===== src/rtl/fp_vec3_normalize_folded.sv =====
// Folded 3-vector normaliser: squares and scales through one shared
// fixed-point multiplier and borrows 1/|v| from an external inverse-sqrt core.
module fp_vec3_normalize_folded #(
    parameter int WIDTH      = 32,
    parameter int FRAC       = 16,
    parameter int EPS_LEN_SQ = 1
) (
    input  logic                    clk_in,
    input  logic                    rst_in,
    input  logic signed [WIDTH-1:0] x_in,
    input  logic signed [WIDTH-1:0] y_in,
    input  logic signed [WIDTH-1:0] z_in,
    input  logic                    valid_in,
    output logic                    ready_out,
    output logic signed [WIDTH-1:0] x_out,
    output logic signed [WIDTH-1:0] y_out,
    output logic signed [WIDTH-1:0] z_out,
    output logic                    degen_out,
    output logic                    valid_out,
    input  logic                    ready_in,
    output logic        [WIDTH-1:0] isq_a_out,
    output logic                    isq_valid_out,
    input  logic                    isq_ready_in,
    input  logic        [WIDTH-1:0] isq_res_in,
    input  logic                    isq_valid_in
);

    typedef enum logic [3:0] {
        IDLE, SQ_X, SQ_Y, SQ_Z, ISSUE, WAIT, SC_X, SC_Y, SC_Z, DONE
    } state_t;

    localparam logic [WIDTH-1:0] EPS_W   = WIDTH'(EPS_LEN_SQ);
    localparam logic [WIDTH-1:0] ACC_MAX = {1'b0, {(WIDTH-1){1'b1}}};

    state_t                  state_q, state_d;
    logic signed [WIDTH-1:0] x_q, x_d, y_q, y_d, z_q, z_d;
    logic        [WIDTH-1:0] acc_q, acc_d;
    logic signed [WIDTH-1:0] inv_q, inv_d;
    logic signed [WIDTH-1:0] x_out_q, x_out_d, y_out_q, y_out_d, z_out_q, z_out_d;
    logic                    degen_q, degen_d;
    logic        [WIDTH-1:0] isq_a_q, isq_a_d;

    logic signed [WIDTH-1:0] mul_a, mul_b, mul_p;
    logic        [WIDTH-1:0] acc_sum;

    // Signed fixed-point multiply with truncation and saturation to WIDTH bits.
    function automatic logic signed [WIDTH-1:0] fp_mul(input logic signed [WIDTH-1:0] a,
                                                       input logic signed [WIDTH-1:0] b);
        logic signed [2*WIDTH-1:0] ae, be, p, sh;
        ae = {{WIDTH{a[WIDTH-1]}}, a};
        be = {{WIDTH{b[WIDTH-1]}}, b};
        p  = ae * be;
        sh = p >>> FRAC;
        if (sh[2*WIDTH-1:WIDTH-1] == '0 || sh[2*WIDTH-1:WIDTH-1] == '1)
            fp_mul = sh[WIDTH-1:0];
        else if (sh[2*WIDTH-1])
            fp_mul = {1'b1, {(WIDTH-1){1'b0}}};
        else
            fp_mul = {1'b0, {(WIDTH-1){1'b1}}};
    endfunction

    // Shared multiplier and saturating accumulate of non-negative squares.
    always_comb begin
        logic [WIDTH-1:0] sum;
        mul_p   = fp_mul(mul_a, mul_b);
        sum     = acc_q + mul_p;
        acc_sum = sum[WIDTH-1] ? ACC_MAX : sum;
    end

    assign ready_out     = (state_q == IDLE);
    assign valid_out     = (state_q == DONE);
    assign isq_valid_out = (state_q == ISSUE) && isq_ready_in;
    assign isq_a_out     = isq_a_q;
    assign x_out         = x_out_q;
    assign y_out         = y_out_q;
    assign z_out         = z_out_q;
    assign degen_out     = degen_q;

    // Next-state, multiplier operand select and datapath updates.
    always_comb begin
        state_d = state_q;
        x_d = x_q;  y_d = y_q;  z_d = z_q;
        acc_d = acc_q;
        inv_d = inv_q;
        x_out_d = x_out_q;  y_out_d = y_out_q;  z_out_d = z_out_q;
        degen_d = degen_q;
        isq_a_d = isq_a_q;
        mul_a = x_q;
        mul_b = x_q;
        case (state_q)
            IDLE: if (valid_in) begin
                x_d = x_in;  y_d = y_in;  z_d = z_in;
                acc_d   = '0;
                state_d = SQ_X;
            end
            SQ_X: begin
                acc_d   = acc_sum;
                state_d = SQ_Y;
            end
            SQ_Y: begin
                mul_a = y_q;  mul_b = y_q;
                acc_d   = acc_sum;
                state_d = SQ_Z;
            end
            SQ_Z: begin
                mul_a = z_q;  mul_b = z_q;
                acc_d = acc_sum;
                if (acc_sum <= EPS_W) begin
                    x_out_d = '0;  y_out_d = '0;  z_out_d = '0;
                    degen_d = 1'b1;
                    state_d = DONE;
                end else begin
                    isq_a_d = acc_sum;
                    state_d = ISSUE;
                end
            end
            ISSUE: if (isq_ready_in) state_d = WAIT;
            WAIT: if (isq_valid_in) begin
                inv_d   = isq_res_in;
                state_d = SC_X;
            end
            SC_X: begin
                mul_b   = inv_q;
                x_out_d = mul_p;
                degen_d = 1'b0;
                state_d = SC_Y;
            end
            SC_Y: begin
                mul_a = y_q;  mul_b = inv_q;
                y_out_d = mul_p;
                state_d = SC_Z;
            end
            SC_Z: begin
                mul_a = z_q;  mul_b = inv_q;
                z_out_d = mul_p;
                state_d = DONE;
            end
            DONE: if (ready_in) begin
                isq_a_d = '0;
                state_d = IDLE;
            end
            default: state_d = IDLE;
        endcase
    end

    // State and datapath registers; reset abandons any operation in flight.
    always_ff @(posedge clk_in or posedge rst_in) begin
        if (rst_in) begin
            state_q <= IDLE;
            x_q <= '0;  y_q <= '0;  z_q <= '0;
            acc_q <= '0;
            inv_q <= '0;
            x_out_q <= '0;  y_out_q <= '0;  z_out_q <= '0;
            degen_q <= 1'b0;
            isq_a_q <= '0;
        end else begin
            state_q <= state_d;
            x_q <= x_d;  y_q <= y_d;  z_q <= z_d;
            acc_q <= acc_d;
            inv_q <= inv_d;
            x_out_q <= x_out_d;  y_out_q <= y_out_d;  z_out_q <= z_out_d;
            degen_q <= degen_d;
            isq_a_q <= isq_a_d;
        end
    end

endmodule

===== config.mk =====
export PLATFORM = sky130hd
export DESIGN_NAME = fp_vec3_normalize_folded
export DESIGN_NICKNAME = d
export VERILOG_FILES = /design/src/rtl/fp_vec3_normalize_folded.sv
export SDC_FILE = /design/constraint.sdc
export NUM_CORES = 2
export LEC_CHECK = 0
export BUFFER_PORTS_ARGS = -buffer_cell sky130_fd_sc_hd__buf_2
export CAP_MARGIN = 15
export CORE_MARGIN = 4
export CORE_UTILIZATION = 48
export CTS_CLUSTER_DIAMETER = 50
export CTS_CLUSTER_SIZE = 14
export DETAILED_ROUTE_END_ITERATION = 8
export PLACE_DENSITY = 0.65
export REMOVE_ABC_BUFFERS = 1
export SYNTH_ARGS = -nofsm -noshare
export SYNTH_HDL_FRONTEND = slang
export SYNTH_SLANG_ARGS = --single-unit

===== constraint.sdc =====
create_clock -name clk_in -period 15.1 [get_ports clk_in]
set_clock_uncertainty 0.2 [all_clocks]
set_input_delay 3.02 -clock clk_in [delete_from_list [all_inputs] [get_ports clk_in]]
set_output_delay 3.02 -clock clk_in [all_outputs]
set_load 0.02 [all_outputs]

==> key figures <==
Synthesis
  – Largest area contributor in the netlist: fa_1
  – Post-Synth Adder-Cell Area: 48.2%
  – Post-Syn Area: 50500 µm²
  – Post-synthesis simple-gate area fraction: 14.4%
  – Synthesis-stage register bit count: 291
  – Main combinational cell family by area after synthesis: adder cells
  – Post-synthesis xor/xnor area fraction: 1.49%
  – Part of the Yosys area used for sequential elements: 14.4%
  – Post-Syn Instances: 5394
  – Mux contribution to synthesized area: 3.55%
  – Compound-Gate Fraction of Synth Area: 8.73%
  – EDFF count, synth: 0
  – Share of the synthesized area in the top cell type: 42.9%
  – Number of warnings issued by yosys: 0
  – Top cells by area, synth: fa_1 (43%), dfrtp_1 (14%), inv_1 (6.9%)
  – Ys async rst share: 100%
  – Count of unique library cells instantiated by Yosys: 82
  – Ys flop type: dfrtp_1
  – Syn_area_per_cell: 9.35 µm²

STA
  – Final period util: 96.8%
  – Slew @ Worst Pin: 1.14 ns
  – Minimum clock period: 14.61 ns
  – Fin worst setup slack: 0.490 ns
  – Normalized max-slew margin: 24.0%
  – Hold Vio Cnt, Final: 0
  – Fmax: 68.4 MHz
  – Final slew viol count: 0
  – Final setup vio count: 0

Clock network
  – Clock slew at reported path FFs: 0.06 ns
  – TritonCTS Buffers: 36
  – CTS sink cnt: 291
  – Root Driver: clkbuf_16
  – Maximum clock insertion buffer count: 3
  – CTS hold repair buffers: 0
  – TritonCTS clock tree: built
  – Clock latency on the worst-skew pair: 0.62 ns
  – Htree depth: 2

Detailed routing
  – M1 WL: 71100 µm
  – Post-route DRC: 0
  – Avg WL per Cell: 25.1 µm
  – Vias per cell: 5.72
  – Met3 WL post-DR: 19900 µm
  – Post-route ant nets: 0
  – Detailed-route via count: 40885
  – DR top layer: met5
  – WL final: 180000 µm
  – DR pass1 iterations: 8
  – Initial DRC Count: 3955
  – Metal2 WL: 80900 µm

Status
  – Status: finished clean

Finish
  – Final-stage net count: 7166
  – Final Non-Filler Cells: 7144
  – Area Overhead vs Synth: 12.5%
  – Share of layout cells above drive strength 1: 15.8%
  – Fin area: 56700 µm²

Worst setup path
  – Slowest Stage Delay on Critical Path: 0.75 ns
  – Critical path data required time: 15.37 ns
  – Crit end category: register
  – Slowest CP cell: or4b_2
  – Worst-path maximum fanout: 15
  – Worst setup SP type: register
  – Worst path most repeated cell: fa_1
  – Buf/Inv on CP: 10
  – Reg2reg setup slack: 0.49 ns
  – Delay-heaviest family, CP: adder cells
  – Worst EP arrival: 14.88 ns
  – Critical path class: reg -> reg

Global route
  – Total GRT Usage: 33.1%
  – Vias in the first global route: 43645
  – Global-route wire length before repair: 276000 µm
  – Initial antenna violation count: 5
  – Total grt overflow: 0
  – Largest net degree at the start of global routing: 168

Place
  – Placed Instances: 7074
  – Placer congestion estimate: 1.01
  – Placed inst area: 55300 µm²
  – Port Buffers: 264
  – DP HPWL: 150000 µm
  – Pre-CTS setup slack: -0.0851 ns

Die
  – Initial Util: 48.5%
  – Row cnt: 118
  – Die width: 332 µm
  – Die area: 110000 µm²
  – Die Ht: 332 µm
  – Core box area: 104000 µm²
  – # IOs: 266

Min path
  – Hold Path Class: reg -> reg

Flow run
  – Max Cap Viol: 0
==> path summary, 6_finish.rpt <==
kind,start,to,cells after the start
max,state_q[1]$_DFFE_PP0P_,x_out[30]$_DFFE_PP0P_,47
min,y_out[30]$_DFFE_PP0P_,y_out[30]$_DFFE_PP0P_,1
max reg2reg,state_q[1]$_DFFE_PP0P_,x_out[30]$_DFFE_PP0P_,47
min reg2reg,y_out[30]$_DFFE_PP0P_,y_out[30]$_DFFE_PP0P_,1
max in group asynchronous,rst_in,y_q[30]$_DFFE_PP0P_,3
min in group asynchronous,rst_in,z_out[7]$_DFFE_PP0P_,2
==> cells in the mapped netlist, types with 15 or more instances <==
cell type,count
inv_1,934
a211oi_1,18
xor2_1,32
mux2_2,129
o21a_1,41
o21bai_1,16
nand2_1,712
nor2_1,682
a222oi_1,16
nor4_1,17
nand3_1,73
xnor2_1,54
mux2i_1,34
a21o_1,31
nand2b_1,27
o211ai_1,15
o2bb2ai_2,30
clkbuf_1,276
nand4_1,29
and2_1,49
dfrtp_1,291
fa_1,1082
nor2b_1,19
a22oi_1,46
a21oi_1,120
o21ai_0,107
ha_1,211
o21ai_1,21
nor3_1,29
o2bb2ai_1,63
==> registers in the layout, summed over array words and instances (netlist names), 4 cells and up <==
| register | flops |
|---|---|
| z_q | 32 |
| isq_a_out | 31 |
| inv_q | 32 |
| state_q | 4 |
| z_out | 32 |
| y_out | 32 |
| x_out | 32 |
| acc_q | 31 |
| x_q | 32 |
| y_q | 32 |
==> stage by stage <==
step	hold slack (ns)	utilization [%]	TNS [ns]
floorplan	0.276	-	-373.13
detailed placement	0.268	53.2	-3.79
finish	0.282	54.6	0
global placement	0.271	53.2	-2.30
global route	0.297	54.6	-0.0174
CTS	0.289	54.4	0
==> layout make-up <==
cell class,count,area (µm²)
antenna,3,7.51
tap,1380,1730
inverter,934,3520
sequential,291,7280
clock inverter,16,219
clock buffer,44,1000
multi-input combinational,3873,38800
timing repair buffer,603,4190
fill,9481,47200
==> worst reg2reg max path: cells and delay by family, from the launching register on <==
kind	cells	cell delay, ns
compound gates	10	2.42
xor+xnor	1	0.15
buf+inv	10	1.84
fa+ha+maj	11	5.36
simple gates	15	4.11
flops	1	0.41
==> layer usage <==
metal	vias to the layer above	global-route usage, %
li1	17384	-
met5	-	0
met4	4	11.0
met1	20918	45.3
met3	385	8.61
met2	2194	51.5
==> layout by cell type, fill, tap and decap left out, drive strengths merged, types with 13 or more instances in the layout <==
| cell type | instances |
|---|---|
| xor2 | 32 |
| o21a | 41 |
| nand4 | 29 |
| mux2i | 34 |
| nand2b | 27 |
| nand3 | 73 |
| a211oi | 18 |
| nor2 | 683 |
| inv | 940 |
| ha | 211 |
| a22oi | 46 |
| o21bai | 16 |
| and4 | 13 |
| or2 | 15 |
| mux2 | 129 |
| dfrtp | 291 |
| nor3 | 29 |
| a222oi | 16 |
| clkbuf | 45 |
| nor2b | 20 |
| nand2 | 712 |
| fa | 1082 |
| o2bb2ai | 93 |
| o211ai | 15 |
| buf | 602 |
| o21ai | 128 |
| nor4 | 18 |
| a21oi | 120 |
| and2 | 53 |
| xnor2 | 54 |
| a21o | 31 |
==> what timing repair did <==
item,4_1_cts,5_1_grt
endpoints found under the setup margin,125,131
buffers inserted,0,3
pin swaps,1,2
cloned,2,0
resized for setup,5,41
==> kinds of logic after synthesis <==
logic type	count (synthesis)
simple gates	1716
flops	291
buf+inv	1232
other cells	1
fa+ha+maj	1293
xor+xnor	86
mux	163
compound gates	612
Power is not shown: default switching activity piles up to over one toggle a cycle in this logic, so the estimate is an artifact.
